===== config.mk =====
export PLATFORM = sky130hd
export DESIGN_NAME = multicycle_cpu_flat
export DESIGN_NICKNAME = d
export VERILOG_FILES = /design/src/rtl/multicycle_cpu_if.sv /design/src/rtl/multicycle_cpu.sv /design/src/flat_wrapper.sv
export SDC_FILE = /design/constraint.sdc
export NUM_CORES = 1
export LEC_CHECK = 0
export CORE_AREA = 2 2 133 135
export DETAILED_ROUTE_END_ITERATION = 8
export DIE_AREA = 0 0 135 137
export PLACE_DENSITY = 0.77
export SLEW_MARGIN = 10
export SYNTH_ARGS = -nofsm -noshare
export SYNTH_HDL_FRONTEND = slang
export SYNTH_SLANG_ARGS = --single-unit

===== constraint.sdc =====
create_clock -name clock -period 4.13 [get_ports clock]
set_input_delay 1.239 -clock clock [delete_from_list [all_inputs] [get_ports clock]]
set_output_delay 1.239 -clock clock [all_outputs]
set_load 0.005 [all_outputs]

===== src/rtl/multicycle_cpu_if.sv =====
// Instruction-memory fetch port of the multicycle CPU.
//   req   : fetch request, held by the CPU until ack
//   addr  : byte address of the instruction, stable while req=1
//   ack   : rdata is valid this cycle (ignored while req=0)
//   rdata : 16-bit instruction word
// The CPU is the master; the instruction memory is the slave.
interface multicycle_cpu_if #(
  parameter int PC_W = 16
);
  logic            req;
  logic [PC_W-1:0] addr;
  logic            ack;
  logic [15:0]     rdata;

  modport master (output req, output addr, input ack, input rdata);
  modport slave  (input req, input addr, output ack, output rdata);
endinterface


===== src/rtl/multicycle_cpu.sv =====
// Multicycle 16-bit-ISA CPU core with four DATA_W-bit registers.
// Each instruction runs through FETCH -> DECODE -> EXECUTE -> WRITEBACK;
// the fetch stretches over memory wait states, and the halt word parks the
// core in a sticky HALT state until reset.
// Ports:
//   clock    : single clock, all state on posedge
//   resetn   : asynchronous active-low reset
//   imem     : instruction fetch port (master side of multicycle_cpu_if)
//   pc       : architectural PC (byte address, instructions are 2 bytes)
//   ir       : current instruction register
//   alu_out  : ALU result latched in EXECUTE
//   state    : FETCH=0 DECODE=1 EXECUTE=2 WRITEBACK=3 HALT=4
//   retire   : one-cycle pulse in WRITEBACK
//   halted   : 1 while in HALT
module multicycle_cpu #(
  parameter int              DATA_W    = 16,
  parameter int              PC_W      = 16,
  parameter logic [PC_W-1:0] RESET_PC  = '0,
  parameter logic [15:0]     HALT_WORD = 16'hFFFF
) (
  input  logic              clock,
  input  logic              resetn,
  multicycle_cpu_if.master  imem,
  output logic [PC_W-1:0]   pc,
  output logic [15:0]       ir,
  output logic [DATA_W-1:0] alu_out,
  output logic [2:0]        state,
  output logic              retire,
  output logic              halted
);

  typedef enum logic [2:0] {
    ST_FETCH     = 3'd0,
    ST_DECODE    = 3'd1,
    ST_EXECUTE   = 3'd2,
    ST_WRITEBACK = 3'd3,
    ST_HALT      = 3'd4
  } state_t;

  state_t state_reg, state_next;
  logic   req_reg, req_next;

  logic [PC_W-1:0]   pc_reg;
  logic [15:0]       ir_reg;
  logic [DATA_W-1:0] a_reg, b_reg, alu_reg;
  logic              taken_reg;
  logic [DATA_W-1:0] regs [4];

  // Instruction fields
  logic [3:0] op;
  logic [1:0] rs, rt, rd, dest;
  assign op = ir_reg[15:12];
  assign rs = ir_reg[11:10];
  assign rt = ir_reg[9:8];
  assign rd = ir_reg[7:6];

  logic is_addi, is_beq, is_bne, writes_reg;
  assign is_addi    = (op == 4'd7);
  assign is_beq     = (op == 4'd10);
  assign is_bne     = (op == 4'd11);
  assign writes_reg = (op <= 4'd7);
  assign dest       = is_addi ? rt : rd;

  // Sign-extended immediate for the ALU, and the branch offset in bytes
  // (immediate counts instructions, hence the extra shift).
  logic [DATA_W-1:0] imm_d;
  logic [PC_W-1:0]   br_off, pc_plus2, br_target;
  assign imm_d     = {{(DATA_W-8){ir_reg[7]}}, ir_reg[7:0]};
  assign br_off    = {{(PC_W-9){ir_reg[7]}}, ir_reg[7:0], 1'b0};
  assign pc_plus2  = pc_reg + PC_W'(2);
  assign br_target = pc_plus2 + br_off;

  // ALU
  logic [DATA_W-1:0] alu_b, diff, alu_res;
  logic              lt, taken;
  assign alu_b = is_addi ? imm_d : b_reg;
  assign diff  = a_reg + ~alu_b + DATA_W'(1);
  // Signed less-than from the subtraction: when signs differ the
  // subtraction may overflow, so the sign of A alone decides.
  assign lt    = (a_reg[DATA_W-1] ^ b_reg[DATA_W-1]) ? a_reg[DATA_W-1] : diff[DATA_W-1];
  assign taken = (is_beq && (diff == '0)) || (is_bne && (diff != '0));

  always_comb begin
    alu_res = a_reg + alu_b;
    case (op)
      4'd0:  alu_res = a_reg + b_reg;
      4'd1:  alu_res = diff;
      4'd2:  alu_res = a_reg & b_reg;
      4'd3:  alu_res = a_reg | b_reg;
      4'd4:  alu_res = ~(a_reg | b_reg);
      4'd5:  alu_res = ~(a_reg & b_reg);
      4'd6:  alu_res = {{(DATA_W-1){1'b0}}, lt};
      4'd7:  alu_res = a_reg + imm_d;
      4'd10,
      4'd11: alu_res = diff;
      default: alu_res = a_reg + alu_b;  // NOP: result is never written
    endcase
  end

  // FSM state register. The request flag is part of the control state so
  // that the first post-reset FETCH cycle has req=0 and the request rises
  // one cycle after reset release.
  always_ff @(posedge clock or negedge resetn) begin
    if (!resetn) begin
      state_reg <= ST_FETCH;
      req_reg   <= 1'b0;
    end else begin
      state_reg <= state_next;
      req_reg   <= req_next;
    end
  end

  always_comb begin
    state_next = state_reg;
    req_next   = req_reg;
    case (state_reg)
      ST_FETCH: begin
        if (!req_reg) begin
          req_next = 1'b1;
        end else if (imem.ack) begin
          req_next   = 1'b0;
          state_next = ST_DECODE;
        end
      end
      ST_DECODE:    state_next = (ir_reg == HALT_WORD) ? ST_HALT : ST_EXECUTE;
      ST_EXECUTE:   state_next = ST_WRITEBACK;
      ST_WRITEBACK: begin
        state_next = ST_FETCH;
        req_next   = 1'b1;
      end
      ST_HALT:      state_next = ST_HALT;
      default: begin
        state_next = ST_FETCH;
        req_next   = 1'b0;
      end
    endcase
  end

  // Datapath
  always_ff @(posedge clock or negedge resetn) begin
    if (!resetn) begin
      pc_reg    <= RESET_PC;
      ir_reg    <= '0;
      a_reg     <= '0;
      b_reg     <= '0;
      alu_reg   <= '0;
      taken_reg <= 1'b0;
      for (int i = 0; i < 4; i++) regs[i] <= '0;
    end else begin
      case (state_reg)
        ST_FETCH: if (req_reg && imem.ack) ir_reg <= imem.rdata;
        ST_DECODE: begin
          a_reg <= regs[rs];
          b_reg <= regs[rt];
        end
        ST_EXECUTE: begin
          alu_reg   <= alu_res;
          taken_reg <= taken;
        end
        ST_WRITEBACK: begin
          // R0 is never written, so it always reads as zero.
          if (writes_reg && (dest != 2'd0)) regs[dest] <= alu_reg;
          pc_reg <= taken_reg ? br_target : pc_plus2;
        end
        default: ;
      endcase
    end
  end

  assign imem.req  = req_reg;
  assign imem.addr = pc_reg;
  assign pc        = pc_reg;
  assign ir        = ir_reg;
  assign alu_out   = alu_reg;
  assign state     = state_reg;
  assign retire    = (state_reg == ST_WRITEBACK);
  assign halted    = (state_reg == ST_HALT);

endmodule

===== src/flat_wrapper.sv =====
// flat-port wrapper written by rule: the top's interface ports become plain ports
module multicycle_cpu_flat 
#(
  parameter int              DATA_W    = 16,
  parameter int              PC_W      = 16,
  parameter logic [PC_W-1:0] RESET_PC  = '0,
  parameter logic [15:0]     HALT_WORD = 16'hFFFF
)
  (clock, resetn, pc, ir, alu_out, state, retire, halted, imem_req, imem_addr, imem_ack, imem_rdata);
  multicycle_cpu_if #(.PC_W(PC_W)) imem_i ();
  input  logic clock;
  input  logic resetn;
  output logic [PC_W-1:0] pc;
  output logic [15:0] ir;
  output logic [DATA_W-1:0] alu_out;
  output logic [2:0] state;
  output logic retire;
  output logic halted;
  output wire logic [$bits(imem_i.req)-1:0] imem_req;
  output wire logic [$bits(imem_i.addr)-1:0] imem_addr;
  input wire logic [$bits(imem_i.ack)-1:0] imem_ack;
  input wire logic [$bits(imem_i.rdata)-1:0] imem_rdata;
  assign imem_req = imem_i.req;
  assign imem_addr = imem_i.addr;
  assign imem_i.ack = imem_ack;
  assign imem_i.rdata = imem_rdata;
  multicycle_cpu #(.DATA_W(DATA_W), .PC_W(PC_W), .RESET_PC(RESET_PC), .HALT_WORD(HALT_WORD)) u_core (.clock(clock), .resetn(resetn), .imem(imem_i), .pc(pc), .ir(ir), .alu_out(alu_out), .state(state), .retire(retire), .halted(halted));
endmodule

==> flow_summary.toml <==
[clock_tree]
cts_root_buffer = "clkbuf_16"
cts_sinks = 148
post_cts_buffers = 0
cts_resized = 0
cts-buffers-inserted = 17
path_clk_slew_ps = 60
h-tree-depth = 4
clock_latency_ps = 430
clockBufferDepth = 2
hold_buffers = 0
tritoncts = "built"

[sta]
setup_ws_ps = 349.7
finClkSkew_ps = 8.656
finalMaxSlewViolations = 0
worst_pin_slew_ps = 1020
maxSlewHeadroom_pct = 31.97
rsz0062_at_grt = "false"
fmax_mhz = 264.5
setup-tns-final_ps = 0
holdWs_ps = 394.0
period_share_pct = 91.53
hold_violations = 0
setup_viol = 0
finalCriticalPeriod_ps = 3780

[route]
drt_iter0_drc = 593
num_vias = 7829
drtPass1Iterations = 5
drt_wl_total_um = 25190
postRouteAntennaNets = 0
via_per_inst = 6.309
drc_errors = 0
routedWlPerCell_um = 20.30

[die]
ioPinCount = 89
core_area_um2 = 17060
start_util_pct = 58.21
fp.dieW_um = 135
num_rows = 48
dieArea_um2 = 18500
fp.dieH_um = 137

[placement]
dp_cells = 1209
dp_hpwl_um = 17820
dpl_cell_area_um2 = 10880
gp_congestion = 0.9547
dp_slack_ps = 404.2
io_buffers = 86

[synth]
synth_seq_area_share_pct = 37.30
async_flop_share_pct = 100.0
ys_ff_latch = 148
ys.flop_type = "dfrtp_1"
syn_area_per_cell_um2 = 10.43
synth-edff-count = 0
ys_warn_count = 0
synth_area_um2 = 9928
synthCells = 952
yosysUniqueCellTypes = 75

[final_layout]
utilization_pct = 67.28
syn2layout_area_growth_pct = 15.59
stdcell_count = 1241
fin_nets = 1072
n_antenna_cell = 0
drive_gt1_share_pct = 20.47
largest_register = "u_core.regs"
largest_reg_flops = 64
design_area_um2 = 11480

[global_routing]
grt_max_degree = 70
grt.total_usage_pct = 28.41
grt-ovfl-total = 0
grt_pass1_wl_um = 40290
grt_antenna_before_repair = 0
grt_pass1_vias = 7679

[setup_path]
worstReg2RegEnd = "u_core.taken_reg"
critical_path.max_stage_delay_ps = 440
crit_fanout = 7
start_kind = "flop"
arrival_ps = 4130
end_kind = "flop"
r2r_start = "u_core.ir[15]"
cp_top_family = "compound AO/OA/AOI/OAI gates"
cp.depth = 14
crit_path_cell_trace = "nand2b_4 > or2_4 > mux2_2 > ha_1 > fa_1 > nand2b_1 > a21oi_1 > o2111a_1 > o211ai_1 > a21boi_0 > nor3_1 > o2111ai_1 > mux2_2 > o21ai_2"
path_class = "reg -> reg"
cp.required_ps = 4480
critical_path_buf_inv_count = 0
crit_end = "u_core.taken_reg"
ff2ff_path_depth = 14
crit_start = "u_core.ir[15]"
cpMaxStageDelayCell = "fa_1"
cpMostUsedCell = "mux2_2"
r2r_slack_ps = 350

[pwr]
peakVddDrop_uv = 657.3
cellPowerDensity_nw_per_um2 = 909.0
power_mw = 10.43
p_leak_nw = 5.149

[outcome]
outcome = "finished clean"

[min_path]
min-delay-path-class = "reg -> reg"

[flow_run]
cap_violations = 0
-- routing by layer --
| layer | track usage [%] | routed length (um) | share of wire (%) |
|---|---|---|---|
| met1 | 39.68 | 10920 | 43 |
| met2 | 42.81 | 11530 | 46 |
| met3 | 5.815 | 1865 | 7.4 |
| met5 | 0 | 0 | 0 |
| met4 | 13.19 | 879 | 3.5 |
-- report_power, final --
group	total, mW	switching (mW)	internal [mW]
registers	2.75	0.743	2.00
logic	6.09	3.12	2.97
clock network	1.59	0.656	0.933
total	10.4	4.52	5.91
-- how the worst min path moves through the flow --
| stage | cells past startpoint | from | endpoint | slack (ps) |
|---|---|---|---|---|
| 2_1_floorplan | 1 | u_core.regs[48] | u_core.regs[48] | 440 |
| 3_3_place_gp | 0 | u_core.regs[50] | u_core.regs[50] | 380 |
| 3_5_place_dp | 0 | u_core.regs[58] | u_core.regs[58] | 380 |
| 4_1_cts | 0 | u_core.regs[63] | u_core.regs[63] | 400 |
| 5_1_grt | 0 | u_core.regs[63] | u_core.regs[63] | 410 |
| 6_report | 0 | u_core.regs[50] | u_core.regs[50] | 390 |
-- cells in the final DEF (no fill, tap or decap), drive strengths merged, types with 4 or more instances in the layout --
| cell type | Yosys | final |
|---|---|---|
| clkdlybuf4s50 | 0 | 85 |
| nor3b | 6 | 6 |
| xor2 | 22 | 22 |
| a21o | 20 | 20 |
| inv | 35 | 39 |
| a31oi | 4 | 4 |
| mux2 | 98 | 98 |
| buf | 27 | 21 |
| nand4 | 5 | 5 |
| mux2i | 10 | 10 |
| and2 | 4 | 4 |
| o22ai | 7 | 7 |
| nor2 | 64 | 64 |
| nand2b | 6 | 6 |
| nand3 | 18 | 18 |
| nor2b | 6 | 6 |
| and3 | 9 | 9 |
| nor3 | 22 | 22 |
| a22oi | 9 | 9 |
| mux4 | 32 | 32 |
| ha | 47 | 47 |
| a21oi | 57 | 57 |
| nor4 | 4 | 4 |
| or3 | 9 | 9 |
| a221oi | 7 | 7 |
| clkbuf | 48 | 20 |
| clkinv | 0 | 4 |
| o21a | 9 | 9 |
| a311oi | 10 | 10 |
| xnor2 | 26 | 26 |
| o21ai | 63 | 63 |
| o311ai | 9 | 9 |
| o31ai | 8 | 8 |
| or2 | 9 | 9 |
| nand2 | 48 | 48 |
| o211ai | 4 | 4 |
| dfrtp | 148 | 148 |
-- final cells by class --
type / instances / area (um^2)
fillers: 1336 / 5580
well taps: 225 / 281.5
clock buffers: 20 / 456.7
inverters: 35 / 131.4
repair buffers: 106 / 1025
clock inverters: 12 / 143.9
multi-input cells: 695 / 5734
flip-flops and latches: 148 / 3704
-- Yosys cell counts (all sizes together), types with 10 or more instances --
library cell,number,area (um^2)
mux2i,10,112.6
nor3,22,110.1
dfrtp,148,3704
nand2,48,180.2
xnor2,26,227.7
mux2,98,1104
ha,47,588.1
a21o,20,150.1
nor2,64,256.5
clkbuf,48,180.2
xor2,22,192.7
nand3,18,90.09
inv,35,131.4
mux4,32,720.7
o21ai,63,322.8
buf,27,192.7
a311oi,10,87.58
a21oi,57,285.3
-- cell families after synthesis --
family / Yosys count / share of synthesized area [%]
muxes: 140 / 19.51
and+or+nand+nor: 221 / 11.80
other: 1 / 0.03777
DFF: 148 / 37.30
xor gates and xnor gates: 48 / 4.234
AOI/OAI and AO/OA: 234 / 15.51
buffers and inverters: 110 / 5.079
adders and majority gates: 50 / 6.528
-- worst register-to-register path: stages (launching register included) --
cell and delay [ps]:
dfrtp_1 370, nand2b_4 150, or2_4 310, mux2_2 290, ha_1 230, fa_1 440
nand2b_1 180, a21oi_1 250, o2111a_1 320, o211ai_1 120, a21boi_0 270, nor3_1 100
o2111ai_1 230, mux2_2 380, o21ai_2 50
No activity file was read; power rests on OpenSTA's default activity.
